===== src/rtl/uart_rx_ctrl_pkg.sv =====
// Shared types and constants for the UART receiver control block:
// config FSM states, legal prescale values and idle-frame detection helpers.
package uart_rx_ctrl_pkg;

  typedef enum logic [1:0] {
    S_RUN   = 2'd0,
    S_PEND  = 2'd1,
    S_APPLY = 2'd2
  } cfg_state_e;

  localparam logic [5:0] PRESCALE_8  = 6'd8;
  localparam logic [5:0] PRESCALE_16 = 6'd16;
  localparam logic [5:0] PRESCALE_32 = 6'd32;

  localparam int IDLE_BITS  = 10;
  localparam int IDLE_CNT_W = 10;

  function automatic logic is_legal_prescale(input logic [5:0] p);
    return (p == PRESCALE_8) || (p == PRESCALE_16) || (p == PRESCALE_32);
  endfunction

  // Last counter value of a full idle frame; 10 x 32 - 1 still fits in 10 bits.
  function automatic logic [IDLE_CNT_W-1:0] idle_threshold(input logic [5:0] p);
    return IDLE_CNT_W'(p) * IDLE_CNT_W'(IDLE_BITS) - IDLE_CNT_W'(1);
  endfunction

endpackage


===== src/rtl/uart_rx_ctrl_fifo.sv =====
// Show-ahead synchronous byte FIFO used to buffer received UART bytes.
// A push into a full FIFO is accepted only when a pop happens in the same cycle.
module rx_byte_fifo #(
  parameter int DEPTH  = 8,
  parameter int DATA_W = 8,
  localparam int AW    = $clog2(DEPTH)
) (
  input  logic              clk,
  input  logic              rst_n,
  input  logic              push,
  input  logic              pop,
  input  logic [DATA_W-1:0] wdata,
  output logic [DATA_W-1:0] rdata,
  output logic              full,
  output logic              empty,
  output logic [AW:0]       count
);

  localparam logic [AW:0] DEPTH_CNT = (AW+1)'(DEPTH);

  logic [DATA_W-1:0] mem [DEPTH];
  logic [AW-1:0]     wr_ptr;
  logic [AW-1:0]     rd_ptr;
  logic              wr_en;
  logic              pop_en;

  assign full   = (count == DEPTH_CNT);
  assign empty  = (count == '0);
  assign pop_en = pop && !empty;
  assign wr_en  = push && (!full || pop_en);
  assign rdata  = empty ? '0 : mem[rd_ptr];

  always_ff @(posedge clk) begin
    if (wr_en) mem[wr_ptr] <= wdata;
  end

  always_ff @(posedge clk or negedge rst_n) begin
    if (!rst_n) begin
      wr_ptr <= '0;
      rd_ptr <= '0;
      count  <= '0;
    end else begin
      if (wr_en)  wr_ptr <= wr_ptr + 1'b1;
      if (pop_en) rd_ptr <= rd_ptr + 1'b1;
      case ({wr_en, pop_en})
        2'b10:   count <= count + 1'b1;
        2'b01:   count <= count - 1'b1;
        default: count <= count;
      endcase
    end
  end

endmodule


===== src/rtl/uart_rx_ctrl.sv =====
// UART receiver control: deferred configuration (applied after a full idle frame)
// and received-byte buffering. Optional drop counter: UART_RX_CTRL_DROP_CNT_EN.
module uart_rx_ctrl
  import uart_rx_ctrl_pkg::*;
#(
  parameter int         FIFO_DEPTH       = 8,
  parameter logic [5:0] DEFAULT_PRESCALE = 6'd8
) (
  input  logic                          CLK,
  input  logic                          RST,
  input  logic                          cfg_wr,
  input  logic [5:0]                    cfg_prescale,
  input  logic                          cfg_par_en,
  input  logic                          cfg_par_typ,
  output logic                          cfg_busy,
  output logic                          cfg_err,
  input  logic                          rx_in,
  output logic [5:0]                    prescale,
  output logic                          PAR_EN,
  output logic                          PAR_TYP,
  input  logic [7:0]                    rx_p_data,
  input  logic                          rx_data_valid,
  output logic [7:0]                    out_data,
  output logic                          out_valid,
  input  logic                          out_ready,
  output logic [$clog2(FIFO_DEPTH):0]   fifo_count,
  output logic                          overrun,
  input  logic                          ovr_clr,
  output logic [7:0]                    drop_cnt
);

  cfg_state_e            state;
  cfg_state_e            state_nxt;
  logic                  wr_legal;
  logic                  idle_done;
  logic                  apply_en;
  logic [IDLE_CNT_W-1:0] idle_cnt;
  logic [5:0]            sh_prescale;
  logic                  sh_par_en;
  logic                  sh_par_typ;
  logic                  fifo_full;
  logic                  fifo_empty;
  logic                  pop;
  logic                  drop;

  assign wr_legal  = cfg_wr && is_legal_prescale(cfg_prescale);
  assign idle_done = rx_in && (idle_cnt == idle_threshold(prescale));

  always_ff @(posedge CLK or negedge RST) begin
    if (!RST) state <= S_RUN;
    else      state <= state_nxt;
  end

  // A fresh legal write while pending restarts the idle wait, even on the last idle cycle.
  always_comb begin
    state_nxt = state;
    case (state)
      S_RUN:   if (wr_legal) state_nxt = S_PEND;
      S_PEND:  if (!wr_legal && idle_done) state_nxt = S_APPLY;
      S_APPLY: state_nxt = wr_legal ? S_PEND : S_RUN;
      default: state_nxt = S_RUN;
    endcase
  end

  always_comb begin
    cfg_busy = (state != S_RUN);
    apply_en = (state == S_APPLY);
  end

  always_ff @(posedge CLK or negedge RST) begin
    if (!RST) begin
      idle_cnt    <= '0;
      sh_prescale <= DEFAULT_PRESCALE;
      sh_par_en   <= 1'b0;
      sh_par_typ  <= 1'b0;
      prescale    <= DEFAULT_PRESCALE;
      PAR_EN      <= 1'b0;
      PAR_TYP     <= 1'b0;
      cfg_err     <= 1'b0;
    end else begin
      cfg_err <= cfg_wr && !is_legal_prescale(cfg_prescale);
      if (wr_legal) begin
        sh_prescale <= cfg_prescale;
        sh_par_en   <= cfg_par_en;
        sh_par_typ  <= cfg_par_typ;
        idle_cnt    <= '0;
      end else if (state == S_PEND) begin
        idle_cnt <= rx_in ? idle_cnt + 1'b1 : '0;
      end
      // Shadow is read before any same-cycle capture, so a write in S_APPLY waits its turn.
      if (apply_en) begin
        prescale <= sh_prescale;
        PAR_EN   <= sh_par_en;
        PAR_TYP  <= sh_par_typ;
      end
    end
  end

  rx_byte_fifo #(
    .DEPTH  (FIFO_DEPTH),
    .DATA_W (8)
  ) u_fifo (
    .clk   (CLK),
    .rst_n (RST),
    .push  (rx_data_valid),
    .pop   (out_ready),
    .wdata (rx_p_data),
    .rdata (out_data),
    .full  (fifo_full),
    .empty (fifo_empty),
    .count (fifo_count)
  );

  assign out_valid = !fifo_empty;
  assign pop       = out_valid && out_ready;
  assign drop      = rx_data_valid && fifo_full && !pop;

  always_ff @(posedge CLK or negedge RST) begin
    if (!RST)         overrun <= 1'b0;
    else if (ovr_clr) overrun <= 1'b0;
    else if (drop)    overrun <= 1'b1;
  end

`ifdef UART_RX_CTRL_DROP_CNT_EN
  function automatic logic [7:0] sat_inc(input logic [7:0] v);
    return (v == 8'hFF) ? v : v + 8'd1;
  endfunction

  always_ff @(posedge CLK or negedge RST) begin
    if (!RST)         drop_cnt <= '0;
    else if (ovr_clr) drop_cnt <= '0;
    else if (drop)    drop_cnt <= sat_inc(drop_cnt);
  end
`else
  assign drop_cnt = '0;
`endif

endmodule


===== config.mk =====
export PLATFORM = sky130hd
export DESIGN_NAME = uart_rx_ctrl
export DESIGN_NICKNAME = d
export VERILOG_FILES = /design/src/rtl/uart_rx_ctrl_pkg.sv /design/src/rtl/uart_rx_ctrl_fifo.sv /design/src/rtl/uart_rx_ctrl.sv
export SDC_FILE = /design/constraint.sdc
export NUM_CORES = 1
export LEC_CHECK = 0
export ABC_AREA = 1
export BUFFER_PORTS_ARGS = -buffer_cell sky130_fd_sc_hd__buf_4
export CAP_MARGIN = 20
export CORE_UTILIZATION = 28
export DETAILED_ROUTE_END_ITERATION = 7
export SKIP_CTS_REPAIR_TIMING = 1
export SYNTH_ARGS = -nofsm -noshare
export SYNTH_HDL_FRONTEND = slang
export SYNTH_HIERARCHICAL = 1
export SYNTH_SLANG_ARGS = --single-unit

===== constraint.sdc =====
create_clock -name CLK -period 4 [get_ports CLK]
set_input_delay 0.8 -clock CLK [delete_from_list [all_inputs] [get_ports CLK]]
set_output_delay 0.8 -clock CLK [all_outputs]
set_load 0.02 [all_outputs]

==> out/metrics.cfg <==
[cells_and_area]
final_cells=845
nNetsFinal=651
fillCellCount=1845
area_delta_synth_final_pct=15.9
drive_above_1_share_pct=14.8
n_antenna_cell=0

[worst_setup_path]
path_max_fanout=34
crit_type=reg2out
cp_data_required_time_ps=3200
critPathLaunchType=flop
worstSetupEndpointType=output port
worstPathArrival_ps=2150
regToRegSetupSlack_ps=1360

[synthesis]
syn_area_sq_um=5200
ys_types=36
synth_mux_area_share_pct=0.433
ys_seq_area_share_pct=56.2
yosys_warnings=6
syn_area_per_cell_sq_um=9.19
synth_area_leaders=edfxtp_1 (37%), dfrtp_1 (18%), nand2_1 (6.9%)
ys.flop_type=edfxtp_1
synthSimpleGateAreaFrac_pct=21.0
yosys.area.top_type=edfxtp_1
ys_seq_elements=104
synth_top_area_share_pct=36.9
synthXorXnorAreaFrac_pct=1.49
ys_async_sr_fraction_pct=38.5
syn_inst=566
synth_top_family_by_area=simple AND/OR/NAND/NOR gates
synthAdderAreaFrac_pct=4.14
synth_compound_area_share_pct=9.50
synth_common_cells=nand2_1 (96), nor2_1 (95), edfxtp_1 (64), inv_1 (58), o21ai_0 (41)
synth_edf_count=64
yosys.cell_count.top_type=nand2_1

[cts]
cts.sinks=104
h-tree-depth=3
numCtsBuffers=9
cts_max_path_buffers=2
cts_root_buf=clkbuf_16
path_clk_slew_ps=70
tritoncts=done
clock_latency_ps=340

[detailed_routing]
drt_iter0_drc=137
via_per_inst=4.50
drc=11
vias=3806
first_pass_iters=7
wl_um=10600
antenna_left=0
wl_per_cell_um=12.6

[sta]
fin_crit_sh_pct=73.7
rsz0062_at_grt=no
worst_pin_slew_ps=978
hold_viol_final=0
fin_crit_ps=2950
final_max_slew_viol_count=0
setup_viol=0
relSlewSlack_pct=34.5
skew_ps=10.6
fmax_ghz=0.339
fin_setup_tns_ps=0

[status]
status=finished with violations
failed_checks=DRC

[global_routing]
grt_pass1_wl_um=17700
grt_overflow=0
grt_pass1_vias=3745
antenna_found_initial=0
grt_max_degree=41
track_usage_pct=11.7

[min_path]
hold_class=in2async

[floorplan]
start_util_pct=28.8
coreArea_sq_um=18100
rows=49
io_pins=55
fp.dieW_um=138
fp.dieArea_sq_um=19100
die_y_um=138

[job]
maxCapViolations=0

[placed_design]
dp.cells=830
port_buffers=46
routabilityCongestion=0.802
dp_hpwl_um=7290

[power_and_ir_drop]
leakage_uw=0.00260
power_density_nw_per_um2=580
vdd_drop_max_mv=0.236

-- logic make-up after synthesis --
family,count (synthesis)
XOR/XNOR,8
AND/OR/NAND/NOR,256
multiplexers,2
AO/OA/AOI/OAI,96
adder cells (fa/ha/maj),16
buffers and inverters,83
other,1
flip-flops,104
-- layout by cell type, fill, tap and decap left out, types with 6 or more instances in the layout --
master     netlist  final
nand3_1         35     35
nand2_1         96     96
nor3_1           7      7
conb_1           1      8
nor2_2           6      6
nor2_1          95     95
o21ai_0         41     41
nand2_2          7      7
dfrtp_1         38     38
clkbuf_16        0      9
a21oi_1         10     10
ha_1            14     14
buf_4           13     51
xor2_1           6      6
o21ai_1         37     37
edfxtp_1        64     64
inv_1           58     58
-- final timing paths --
path | from | to | cells after the start
max in group asynchronous | RST | sh_prescale[3]$_DFFE_PN1P_ | 1
worst min-delay path | RST | idle_cnt[2]$_DFFE_PN0P_ | 1
worst min register to register | sh_prescale[1]$_DFFE_PN0P_ | sh_prescale[1]$_DFFE_PN0P_ | 2
worst max register to register | prescale[1]$_DFFE_PN0P_ | state[0]$_DFFE_PN0P_ | 15
worst max-delay path | u_fifo/rd_ptr[1]$_DFFE_PN0N_ | out_data[5] | 5
min in group CLK | sh_prescale[1]$_DFFE_PN0P_ | sh_prescale[1]$_DFFE_PN0P_ | 2
-- critical path, cell delays in order (launching register included) --
cell	delay, ps
dfrtp_1	980
o21ai_0	220
o21ai_1	180
o21ai_1	70
nor2_1	170
buf_4	170
-- where the power goes --
part	internal (uW)	switching, uW
clock network	427	402
logic	445	750
registers	1320	150
total	2190	1300
-- cell type report --
class,count,area [sq um],area share (%)
flip-flops and latches,104,2930,48.5
multi-input cells,386,1930,32.0
well taps,229,287,4.75
inverters,60,225,3.74
clock buffers,9,225,3.74
repair buffers,51,383,6.35
clock inverters,6,52.6,0.872
-- registers in the layout, indices dropped and copies added (netlist names) --
signal         flops
u_fifo/rd_ptr      3
idle_cnt          10
sh_prescale        6
state              2
sh_par_typ         1
overrun            1
cfg_err            1
sh_par_en          1
u_fifo/count       4
u_fifo/wr_ptr      3
PAR_TYP            1
PAR_EN             1
u_fifo/mem        64
prescale           6
-- per-stage QoR --
| stage | hold WS (ps) | total power (uW) | worst slack, ps | area [sq um] | utilization, % |
|---|---|---|---|---|---|
| floorplan | 457 | 2310 | 1540 | 5230 | - |
| CTS | 448 | 3530 | 1020 | 6030 | 33.3 |
| global placement | 467 | 2680 | 1360 | 5750 | 31.8 |
| finish | 430 | 3490 | 1050 | 6030 | 33.3 |
| global route | 471 | 3740 | 807 | 6030 | 33.3 |
| detailed placement | 480 | 2700 | 1340 | 5750 | 31.8 |
-- routing by layer --
layer | wire [um] | part of all wire, % | track usage, % | vias to the layer above
met5 | 0 | 0 | 0 | -
met4 | 143 | 1.3 | 3.43 | 0
met3 | 439 | 4.1 | 2.87 | 9
met2 | 5120 | 48 | 21.1 | 74
met1 | 4910 | 46 | 13.7 | 1773
li1 | - | - | - | 1950
Power figures use the tool's default switching activity.
